### src/rtl/ifu_pkg.sv
// ifu_pkg: shared types and defaults for the instruction-fetch unit.
package ifu_pkg;
    localparam int XLEN = 32;
    localparam logic [XLEN-1:0] RESET_PC_DEF = 32'h0000_0000;
    localparam logic [XLEN-1:0] NOP_INST_DEF = 32'h0000_0013;
    typedef enum logic [2:0] {S_IDLE, S_REQ, S_WAIT, S_OUT, S_DROP} state_e;
endpackage

### src/rtl/ifu_pc_fetch_pc_reg.sv
// pc_reg: program counter with load-enable; a redirect overrides the load.
module pc_reg import ifu_pkg::*; #(
    parameter logic [XLEN-1:0] RESET_PC = RESET_PC_DEF
) (
    input  logic            clk,
    input  logic            rstn,
    input  logic            load_i,
    input  logic            redir_i,
    input  logic [XLEN-1:0] npc_i,
    input  logic [XLEN-1:0] redir_pc_i,
    output logic [XLEN-1:0] pc_o
);
    logic [XLEN-1:0] pc_q, pc_d;
    assign pc_d = redir_i ? redir_pc_i : load_i ? npc_i : pc_q;
    always_ff @(posedge clk or negedge rstn) begin
        if (!rstn) pc_q <= RESET_PC;
        else pc_q <= pc_d;
    end
    assign pc_o = pc_q;
endmodule

### src/rtl/ifu_pc_fetch.sv
// ifu_pc_fetch: PC register and single-outstanding fetch sequencer to decode.
// Optional misaligned-PC trap compiled in with IFU_MISALIGN_CHK_EN.
module ifu_pc_fetch import ifu_pkg::*; #(
    parameter logic [XLEN-1:0] RESET_PC = RESET_PC_DEF,
    parameter logic [XLEN-1:0] NOP_INST = NOP_INST_DEF
) (
    input  logic            clk,
    input  logic            rstn,
    input  logic [XLEN-1:0] npc_in,
    input  logic            redirect_valid,
    input  logic [XLEN-1:0] redirect_pc,
    output logic            imem_req_valid,
    input  logic            imem_req_ready,
    output logic [XLEN-1:0] imem_req_addr,
    input  logic            imem_rsp_valid,
    input  logic [XLEN-1:0] imem_rsp_data,
    output logic            inst_valid,
    input  logic            inst_ready,
    output logic [XLEN-1:0] inst_out,
    output logic [XLEN-1:0] pc_out,
    output logic            inst_exc,
    output logic [XLEN-1:0] fetch_cnt
);
    state_e state_q, state_d;
    logic [XLEN-1:0] inst_q, inst_d, cnt_q, cnt_d, pc;
    logic mis_pc, acc, deliver;

    pc_reg #(.RESET_PC(RESET_PC)) u_pc (
        .clk       (clk),
        .rstn      (rstn),
        .load_i    (deliver),
        .redir_i   (redirect_valid),
        .npc_i     (npc_in),
        .redir_pc_i(redirect_pc),
        .pc_o      (pc)
    );

`ifdef IFU_MISALIGN_CHK_EN
    logic exc_q;
    assign mis_pc = |pc[1:0];
    // set when a misaligned PC short-circuits REQ into OUT, held only while in OUT
    always_ff @(posedge clk or negedge rstn) begin
        if (!rstn) exc_q <= 1'b0;
        else exc_q <= state_d == S_OUT && (state_q == S_OUT ? exc_q : state_q == S_REQ);
    end
    assign inst_exc = exc_q;
`else
    assign mis_pc = 1'b0;
    assign inst_exc = 1'b0;
`endif

    assign imem_req_valid = state_q == S_REQ && !mis_pc;
    assign acc = imem_req_valid && imem_req_ready;
    assign deliver = state_q == S_OUT && inst_ready && !redirect_valid;
    assign cnt_d = deliver ? cnt_q + 32'd1 : cnt_q;
    assign inst_d = (state_q == S_WAIT && imem_rsp_valid && !redirect_valid) ? imem_rsp_data :
                    (state_q == S_REQ && mis_pc && !redirect_valid) ? NOP_INST : inst_q;

    always_comb begin
        state_d = state_q;
        case (state_q)
            S_IDLE: state_d = S_REQ;
            S_REQ:  state_d = redirect_valid ? (acc ? S_DROP : S_REQ) : mis_pc ? S_OUT : acc ? S_WAIT : S_REQ;
            S_WAIT: state_d = imem_rsp_valid ? (redirect_valid ? S_REQ : S_OUT) : (redirect_valid ? S_DROP : S_WAIT);
            S_OUT:  state_d = (redirect_valid || inst_ready) ? S_REQ : S_OUT;
            S_DROP: state_d = imem_rsp_valid ? S_REQ : S_DROP;
            default: state_d = S_IDLE;
        endcase
    end

    always_ff @(posedge clk or negedge rstn) begin
        if (!rstn) begin
            state_q <= S_IDLE;
            inst_q  <= '0;
            cnt_q   <= '0;
        end else begin
            state_q <= state_d;
            inst_q  <= inst_d;
            cnt_q   <= cnt_d;
        end
    end

    assign inst_valid = state_q == S_OUT;
    assign inst_out = inst_q;
    assign imem_req_addr = pc;
    assign pc_out = pc;
    assign fetch_cnt = cnt_q;
endmodule

### config.mk
export PLATFORM = sky130hd
export DESIGN_NAME = ifu_pc_fetch
export DESIGN_NICKNAME = d
export VERILOG_FILES = /design/src/rtl/ifu_pkg.sv /design/src/rtl/ifu_pc_fetch_pc_reg.sv /design/src/rtl/ifu_pc_fetch.sv
export SDC_FILE = /design/constraint.sdc
export NUM_CORES = 1
export LEC_CHECK = 0
export ABC_AREA = 1
export BUFFER_PORTS_ARGS = -buffer_cell sky130_fd_sc_hd__buf_4
export CAP_MARGIN = 20
export CORE_UTILIZATION = 35
export DETAILED_ROUTE_END_ITERATION = 12
export SLEW_MARGIN = 25
export SYNTH_ARGS = -nofsm -noshare
export SYNTH_HDL_FRONTEND = slang
export SYNTH_HIERARCHICAL = 1
export SYNTH_SLANG_ARGS = --single-unit
### constraint.sdc
create_clock -name clk -period 1.7 [get_ports clk]
set_clock_uncertainty 0.05 [all_clocks]
set_input_delay 0.085 -clock clk [delete_from_list [all_inputs] [get_ports clk]]
set_output_delay 0.085 -clock clk [all_outputs]
set_load 0.05 [all_outputs]
==> results.cfg <==
[finish]
nets = 1018
area_growth_pct = 60.3
post-route-util_pct = 58.5
antenna_cells = 0
drive_gt1_share_pct = 33.5
finalInstanceArea_sq_um = 8240

[sta]
final.period_utilization_pct = 92.3
setup_ws_ps = 131
slew_violations = 0
min_period_ps = 1570
fmax_mhz = 637
setup_viol = 0
hold_violations = 0
tns_ps = 0
rsz0062_at_grt = yes

[clock_network]
cts_sinks = 99
clock-root-buffer = clkbuf_16
insertion_delay_ps = 350
htreeDepth = 3
path_clk_slew_ps = 70
cts_buffer_depth = 2
cts_tree = built
cts-buffers-inserted = 9

[logic_synthesis]
synth_top_family_by_area = simple AND/OR/NAND/NOR gates
async_reset_ff_share_pct = 100
synthAdderAreaFrac_pct = 0.243
synth.cell_area_sq_um = 5140
yosysWarnings = 6
synth_flop_cell = dfrtp_1
seq_area_frac_synth_pct = 48.2
synth-xor-area-share_pct = 3.75
muxShareOfSynthArea_pct = 0
ys_types = 31
synth_fp_nets = 709
ys_seq_elements = 99
synth_compound_area_share_pct = 4.38
synth_area_per_cell_sq_um = 8.48
yosys.area_share.simple_pct = 29.3
netlist_instances = 606
synth_edf_count = 0

[critical_path]
critPathKind = reg2reg
cp.arrival_ps = 1750
path_delay_family = simple AND/OR/NAND/NOR gates
crit_chain = inv_2, nand3_1, nor2_4, buf_12, nor2_4, buf_12, nand2_1, nand3_1
crit_path_top_delay_cell = dfrtp_2
cp.buffers_inverters = 3
rrSetupSlack_ps = 130
worstSetupStartpointType = register
critPathRequiredTime_ps = 1890
crit_fanout = 16
cpPeakStageDelay_ps = 470
critPathCaptureType = register

[global_route]
antenna_found_initial = 0
track_usage_pct = 20.6
grt_pass1_wl_um = 24100
grt_max_degree = 65
grt_pass1_vias = 5028
overflow = 0

[placement]
pre_cts_slack_ps = 37.0
place.gp.congestion = 0.810
placed_area_sq_um = 6790
port_buffers = 231
dp_hpwl_um = 10800

[drt]
firstDrtPassIters = 5
vias_per_cell = 4.68
drtIter0Drc = 273
detail_route.wl_per_cell_um = 14.4
vias = 5146
wirelength_um = 15900
antenna_left = 0
drc = 0

[pwr]
p_leak_nw = 4.26
p_total_w = 0.00922
power.density_nw_per_um2 = 1120
peakVddDrop_v = 0.000754

[floorplan]
ios = 233
die_w_um = 123
fp.dieH_um = 123
start_util_pct = 36.5
dieArea_sq_um = 15200
fp.coreArea_sq_um = 14100
std_cell_rows = 43

[min_path]
worstHoldPathType = in2async

[run]
drv_cap = 0

[outcome]
status = completed
## final cells by class
| type | count | area, sq um |
|---|---|---|
| clock buffer | 9 | 225 |
| clock inverter | 7 | 98.8 |
| fill | 1246 | 5860 |
| inverter | 76 | 288 |
| multi-input combinational | 379 | 1950 |
| sequential | 99 | 2490 |
| tap | 180 | 225 |
| timing repair buffer | 350 | 2960 |
## cells in the mapped netlist, types with 3 or more instances
cell / count / area (sq um)
o21ai_2: 8 / 70.1
buf_4: 36 / 270
buf_2: 4 / 20.0
nand2_2: 3 / 18.8
nand4_1: 13 / 81.3
buf_6: 13 / 146
nand3_1: 86 / 430
dfrtp_1: 99 / 2480
nand2_1: 166 / 623
nor2_8: 4 / 80.1
o21ai_1: 24 / 120
xnor2_1: 19 / 166
inv_1: 73 / 274
xor2_1: 3 / 26.3
nor2_4: 5 / 56.3
nor2_1: 29 / 109
## worst paths after layout
check | start | endpoint | depth (start not counted)
min in group clk | imem_req_ready | state_q[0] | 3
max in group asynchronous | rstn | fetch_cnt[10] | 3
worst max-delay path | state_q[2] | u_pc/pc_o[16] | 8
worst min register to register | inst_out[25] | inst_out[25] | 2
worst min-delay path | rstn | fetch_cnt[20] | 2
worst max register to register | state_q[2] | u_pc/pc_o[16] | 8
## through the flow
step / std cells / hold slack (ps)
after floorplan: 606 / -261
after global placement: 973 / 26.7
after detailed placement: 973 / 25.0
after CTS: 1090 / 179
after global routing: 1100 / 215
final: 1100 / 161
## state kept, by name, summed over array words and instances (netlist names)
register	cells
u_pc/pc_o	32
state_q	3
inst_out	32
fetch_cnt	32
## placed cells by master, fill, tap and decap left out
cell type	Yosys	final
inv_4	1	1
nor3_1	2	2
dfrtp_2	0	10
nor2_4	5	6
xnor2_1	19	19
nand3_4	1	1
nor2_1	29	29
dfrtp_1	99	89
nand3_1	86	86
ha_1	1	1
nand2_1	166	165
nor3_2	1	1
xor2_1	3	3
nand2_8	1	1
clkinv_4	0	1
nand2_2	3	4
inv_2	2	2
clkbuf_16	0	10
nor2_2	1	1
clkinv_2	0	2
buf_4	36	243
buf_12	0	5
nor2_8	4	4
bufinv_16	0	2
nand2_4	2	2
o22ai_1	2	2
o21ai_0	1	1
o21ai_2	8	8
nand4_1	13	13
dlygate4sd3_1	0	101
inv_8	0	1
o21ai_1	24	24
nand3_2	2	2
conb_1	1	1
a21oi_1	2	2
o211ai_1	1	1
inv_1	73	73
inv_6	0	1
## timing repair
item | 4_1_cts | 5_1_grt
endpoints found under the hold margin | 98 | 0
gates resized for setup | 0 | 2
buffers inserted | 0 | 8
hold buffers | 101 | 0
endpoints found under the setup margin | 0 | 35
## kinds of logic (layout without fill, tap and decap cells)
group,Yosys count,in the layout
compound gates,38,38
xor+xnor,22,22
fa+ha+maj,1,1
simple gates,316,317
buf+inv,129,442
other cells,1,1
flops,99,99
## metal layers
layer	GRT usage [%]	routed length, um
met3	4.57	1160
met5	0	0
met1	23.5	6320
met4	8.81	360
met2	36.8	8020
## where the power goes
part / internal [W] / switching, W
clock: 0.00130 / 0.000953
combinational: 0.00127 / 0.00260
sequential: 0.00277 / 0.000319
## worst reg2reg max path: stages (launching register included)
cell and delay [ps]:
dfrtp_2 470, inv_2 100, nand3_1 110, nor2_4 220
buf_12 170, nor2_4 40, buf_12 160, nand2_1 70
nand3_1 70
No activity file was read; power rests on OpenSTA's default activity.
